==> src/rtl/regional_max_coord_stream_pkg.sv <==
// Shared types and default geometry for the regional-maxima coordinate stream.
//   state_t : scan FSM states (IDLE / SCAN / FLUSH)
//   coord_t : (row, column) pair at the default index widths
//   PIXELS  : number of pixels in the default M x N frame
package regional_max_pkg;

  localparam int CFG_M       = 4;
  localparam int CFG_N       = 4;
  localparam int CFG_I_WIDTH = 2;
  localparam int CFG_J_WIDTH = 2;
  localparam int PIXELS      = CFG_M * CFG_N;

  typedef enum logic [1:0] {
    IDLE  = 2'd0,
    SCAN  = 2'd1,
    FLUSH = 2'd2
  } state_t;

  typedef struct packed {
    logic [CFG_I_WIDTH-1:0] i;
    logic [CFG_J_WIDTH-1:0] j;
  } coord_t;

endpackage

==> src/rtl/regional_max_coord_stream_raster_idx_cnt.sv <==
// Raster-order (row outer, column inner) pixel index counter.
//   clk, reset : clock, asynchronous active-high reset
//   clr_i      : return to (0, 0); has priority over en_i
//   en_i       : advance one pixel, wrapping column then row
//   i_o, j_o   : current row / column
//   last_o     : current index is (M-1, N-1)
module raster_idx_cnt #(
  parameter int M       = 4,
  parameter int N       = 4,
  parameter int I_WIDTH = 2,
  parameter int J_WIDTH = 2
) (
  input  logic               clk,
  input  logic               reset,
  input  logic               clr_i,
  input  logic               en_i,
  output logic [I_WIDTH-1:0] i_o,
  output logic [J_WIDTH-1:0] j_o,
  output logic               last_o
);

  logic [I_WIDTH-1:0] i_q, i_d;
  logic [J_WIDTH-1:0] j_q, j_d;
  logic               last_i, last_j;

  assign last_i = (i_q == I_WIDTH'(M - 1));
  assign last_j = (j_q == J_WIDTH'(N - 1));

  always_comb begin
    // NOTE: every next-state value gets its hold default first so no path
    // through this block leaves a signal unassigned (which would infer a latch).
    i_d = i_q;
    j_d = j_q;
    if (clr_i) begin
      i_d = '0;
      j_d = '0;
    end else if (en_i) begin
      if (last_j) begin
        j_d = '0;
        i_d = last_i ? '0 : i_q + I_WIDTH'(1);
      end else begin
        j_d = j_q + J_WIDTH'(1);
      end
    end
  end

  always_ff @(posedge clk or posedge reset) begin
    // NOTE: non-blocking assignments so every register samples pre-edge values.
    if (reset) begin
      i_q <= '0;
      j_q <= '0;
    end else begin
      i_q <= i_d;
      j_q <= j_d;
    end
  end

  assign i_o    = i_q;
  assign j_o    = j_q;
  assign last_o = last_i && last_j;

endmodule

==> src/rtl/regional_max_coord_stream.sv <==
// Regional-maxima coordinate stream: captures the M x N maxima mask on start,
// scans it in raster order one pixel per cycle and emits (i, j) for every set
// bit on a valid/ready stream, then pulses done with the total beat count.
//   clk, reset          : clock, asynchronous active-high reset
//   start               : scan request, accepted only in IDLE and not while done
//   mask                : maxima mask, captured on an accepted start
//   out_valid/out_ready : coordinate stream handshake
//   out_i, out_j        : coordinate of the current beat
//   busy                : scan or flush in progress
//   done                : one-cycle completion pulse
//   maxima_count        : beats emitted, held until the next accepted start
module regional_max_coord_stream
  import regional_max_pkg::*;
#(
  parameter int M         = CFG_M,
  parameter int N         = CFG_N,
  parameter int I_WIDTH   = CFG_I_WIDTH,
  parameter int J_WIDTH   = CFG_J_WIDTH,
  parameter int CNT_WIDTH = $clog2(M * N + 1)
) (
  input  logic                  clk,
  input  logic                  reset,
  input  logic                  start,
  input  logic [M-1:0][N-1:0]   mask,
  output logic                  out_valid,
  input  logic                  out_ready,
  output logic [I_WIDTH-1:0]    out_i,
  output logic [J_WIDTH-1:0]    out_j,
  output logic                  busy,
  output logic                  done,
  output logic [CNT_WIDTH-1:0]  maxima_count
);

  state_t                 state_q, state_d;
  logic [M-1:0][N-1:0]    mask_q, mask_d;
  logic                   out_valid_q, out_valid_d;
  logic [I_WIDTH-1:0]     out_i_q, out_i_d;
  logic [J_WIDTH-1:0]     out_j_q, out_j_d;
  logic [CNT_WIDTH-1:0]   count_q, count_d;
  logic                   done_q, done_d;

  logic [I_WIDTH-1:0]     idx_i;
  logic [J_WIDTH-1:0]     idx_j;
  logic                   idx_last;
  logic                   cnt_clr, cnt_en;
  logic                   slot_free;

  raster_idx_cnt #(
    .M       (M),
    .N       (N),
    .I_WIDTH (I_WIDTH),
    .J_WIDTH (J_WIDTH)
  ) u_idx (
    .clk    (clk),
    .reset  (reset),
    .clr_i  (cnt_clr),
    .en_i   (cnt_en),
    .i_o    (idx_i),
    .j_o    (idx_j),
    .last_o (idx_last)
  );

  // The output register may take a new beat when empty or being drained.
  assign slot_free = !out_valid_q || out_ready;

  always_comb begin
    state_d     = state_q;
    mask_d      = mask_q;
    out_valid_d = out_valid_q;
    out_i_d     = out_i_q;
    out_j_d     = out_j_q;
    count_d     = count_q;
    done_d      = 1'b0;
    cnt_clr     = 1'b0;
    cnt_en      = 1'b0;

    unique case (state_q)
      IDLE: begin
        // The cycle that shows done is still IDLE; a start there is dropped.
        if (start && !done_q) begin
          mask_d  = mask;
          count_d = '0;
          cnt_clr = 1'b1;
          state_d = SCAN;
        end
      end
      SCAN: begin
        if (slot_free) begin
          if (mask_q[idx_i][idx_j]) begin
            out_valid_d = 1'b1;
            out_i_d     = idx_i;
            out_j_d     = idx_j;
            count_d     = count_q + CNT_WIDTH'(1);
          end else begin
            out_valid_d = 1'b0;
          end
          // Index parks on the last pixel; the next start clears it.
          if (idx_last) state_d = FLUSH;
          else          cnt_en  = 1'b1;
        end
      end
      FLUSH: begin
        if (slot_free) begin
          out_valid_d = 1'b0;
          done_d      = 1'b1;
          state_d     = IDLE;
        end
      end
      default: state_d = IDLE;
    endcase
  end

  always_ff @(posedge clk or posedge reset) begin
    if (reset) begin
      state_q     <= IDLE;
      // NOTE: the captured mask is a plain register file, but it is reset so a
      // scan can never observe stale data from before reset.
      mask_q      <= '0;
      out_valid_q <= 1'b0;
      out_i_q     <= '0;
      out_j_q     <= '0;
      count_q     <= '0;
      done_q      <= 1'b0;
    end else begin
      state_q     <= state_d;
      mask_q      <= mask_d;
      out_valid_q <= out_valid_d;
      out_i_q     <= out_i_d;
      out_j_q     <= out_j_d;
      count_q     <= count_d;
      done_q      <= done_d;
    end
  end

  assign out_valid    = out_valid_q;
  assign out_i        = out_i_q;
  assign out_j        = out_j_q;
  assign busy         = (state_q != IDLE);
  assign done         = done_q;
  assign maxima_count = count_q;

endmodule

==> config.mk <==
export PLATFORM = sky130hd
export DESIGN_NAME = regional_max_coord_stream
export DESIGN_NICKNAME = d
export VERILOG_FILES = /design/src/rtl/regional_max_coord_stream_pkg.sv /design/src/rtl/regional_max_coord_stream_raster_idx_cnt.sv /design/src/rtl/regional_max_coord_stream.sv
export SDC_FILE = /design/constraint.sdc
export NUM_CORES = 1
export LEC_CHECK = 0
export ABC_AREA = 1
export CAP_MARGIN = 40
export CELL_PAD_IN_SITES_DETAIL_PLACEMENT = 1
export CELL_PAD_IN_SITES_GLOBAL_PLACEMENT = 2
export CORE_ASPECT_RATIO = 0.9
export CORE_MARGIN = 4
export CORE_UTILIZATION = 32
export DETAILED_ROUTE_END_ITERATION = 16
export PLACE_DENSITY_LB_ADDON = 0.1
export SETUP_SLACK_MARGIN = 0.15
export SLEW_MARGIN = 20
export SYNTH_ARGS = -nofsm -noshare
export SYNTH_HDL_FRONTEND = slang
export SYNTH_HIERARCHICAL = 1
export SYNTH_SLANG_ARGS = --single-unit
==> constraint.sdc <==
create_clock -name clk -period 4 [get_ports clk]
set_input_delay 1.2 -clock clk [delete_from_list [all_inputs] [get_ports clk]]
set_output_delay 1.2 -clock clk [all_outputs]
set_load 0.01 [all_outputs]
==> reports/metrics.yaml <==
synthCells: 209
crit_chain: "nor2_2, inv_1, clkdlybuf4s50_1"
ys_types: 21
crit_path_start_kind: "register"
cts_buffer_depth: 2
worstPathArrival_ns: 1.52
grt_pass1_vias: 1530
seq_area_frac_synth_pct: 48.5
grt_max_degree: 32
setup_viol: 0
start_util_pct: 34.2
cp_data_required_time_ns: 2.80
clk_latency_ns: 0.28
via_per_inst: 4.67
cts_setup_buffers: 0
yosysWarnings: 6
r2r_start: "u_idx/i_o[0]"
syn_area_um2: 1700
numCtsBuffers: 5
diodes: 0
final_cells: 309
grt_first_pass_wirelength_um: 7250
dr.pass1.iters: 4
min_path_cells: 2
clockRootBuffer: "clkbuf_8"
dp.cells: 302
die_x_um: 84.9
setup.worst_path.start: "state_q[0]"
cp_slowest_cell: "clkdlybuf4s50_1"
worstPathMaxFanout: 5
htreeDepth: 2
die_y_um: 77.2
period_needed_ns: 2.72
yosys.area.top_type: "dfrtp_1"
area.growth.synth_to_final_pct: 25.8
hold_viol: 0
skew_ns: 0.00426
core_area_um2: 4980
clk_transition_reported_paths_ns: 0.06
tns_ns: 0
timing.hold.ws_ns: 0.480
final_common_cell: "nand2_1"
r2r_slack_ns: 2.24
place.gp.congestion: 0.811
antenna_left: 0
ioPinCount: 32
die_area_um2: 6560
antenna_found_initial: 0
wl_per_cell_um: 13.4
cts_sinks: 33
grt_overflow: 0
dp_hpwl_um: 3200
layout-drive-gt1-share_pct: 9.84
relSlewSlack_pct: 68.2
reg2reg_depth: 9
min_path_type: "reg -> reg"
mostFrequentLayoutCells: "nand2_1, dfrtp_1, clkdlybuf4s50_1"
drcViolationCount: 0
io_buffers: 31
grtUsageTotal_pct: 13.6
ir_worst_vdd_mv: 0.227
max_stage_delay_ns: 0.54
nFillCells: 620
worst_pin_slew_ns: 0.477
synthesis.nets: 232
whs_endpoint: "mask_q[6]"
fmax_ghz: 0.368
p_leak_nw: 1.06
wl_um: 4150
avgSynthCellArea_um2: 8.15
ys_seq_elements: 33
worstHoldStart: "mask_q[6]"
rows: 24
ys_top_cells_by_area: "dfrtp_1, nand2_1, nand3_1"
outcome: "finished clean"
endpoint_kind: "output pin"
path_class: "reg -> out"
setup_ws_ns: 1.28
nets: 267
r2r-end: "maxima_count[1]"
postCtsHoldBufs: 0
drt_iter0_markers: 35
tritoncts: "built"
rsz0062_at_grt: "no"
cellPowerDensity_nw_per_um2: 661
post_cts_resized: 0
vias: 1442
fin_crit_sh_pct: 67.9
synth_top_area_share_pct: 48.5
drv_cap: 0
slew_violations: 0
post-place-ws_ns: 1.10
[state kept, by name, summed over array words and instances, names as in the netlist, 2 cells and up]
signal / cells
mask_q: 16
maxima_count: 5
out_i: 2
out_j: 2
state_q: 2
u_idx/i_o: 2
u_idx/j_o: 2
[worst max-delay path, delay by kind of cell (launching register included)]
kind	cells	cell delay (ns)
and+or+nand+nor	1	0.10
buffers and inverters	2	0.63
DFF	1	0.51
[stage by stage]
stage | cell area [µm²] | util (%) | power (mW)
floorplan | 1700 | - | 0.993
global placement | 2060 | 41.3 | 1.16
detailed placement | 2060 | 41.3 | 1.18
CTS | 2140 | 43.0 | 1.45
global route | 2140 | 43.0 | 1.55
finish | 2140 | 43.0 | 1.42
[worst max-delay path by stage]
stage	endpoint	slack (ns)	depth (start not counted)
detailed placement	u_idx/i_o[0]	1.10	8
finish	busy	1.28	3
global route	busy	1.21	3
CTS	busy	1.26	3
global placement	u_idx/i_o[0]	1.21	8
floorplan	u_idx/i_o[1]	1.89	8
[power breakdown]
group	internal (mW)	total, mW	switching, mW
clock	0.136	0.252	0.116
combinational	0.241	0.626	0.385
sequential	0.457	0.538	0.0817
[logic make-up after synthesis]
group	share of synthesized area, %
AO/OA/AOI/OAI	8.22
flip-flops	48.5
adder cells (fa/ha/maj)	2.20
AND/OR/NAND/NOR	30.0
XOR/XNOR	1.03
buffers and inverters	10.1
[metal layers]
metal / routed length, µm / track usage (%) / up-vias
li1: - / - / 724
met1: 2160 / 19.2 / 686
met2: 1810 / 20.7 / 28
met3: 140 / 3.43 / 4
met4: 35 / 3.80 / 0
met5: 0 / 0 / -
[final cells by class]
cell class	count	area, µm²	area share (%)
flip-flops and latches	33	826	38.5
repair buffers	32	318	14.8
inverters	34	128	5.95
clock buffers	7	86.3	4.03
well taps	65	81.3	3.79
multi-input cells	138	706	32.9
[synth_stat cells (all sizes together)]
library cell / n
inv: 34
o21ai: 23
o22ai: 2
xor2: 2
nand3: 28
nand2: 64
nor2: 13
buf: 4
a21oi: 1
dfrtp: 33
o31ai: 1
or2: 1
ha: 3
Note: power is estimated with default switching activity, not from simulation.
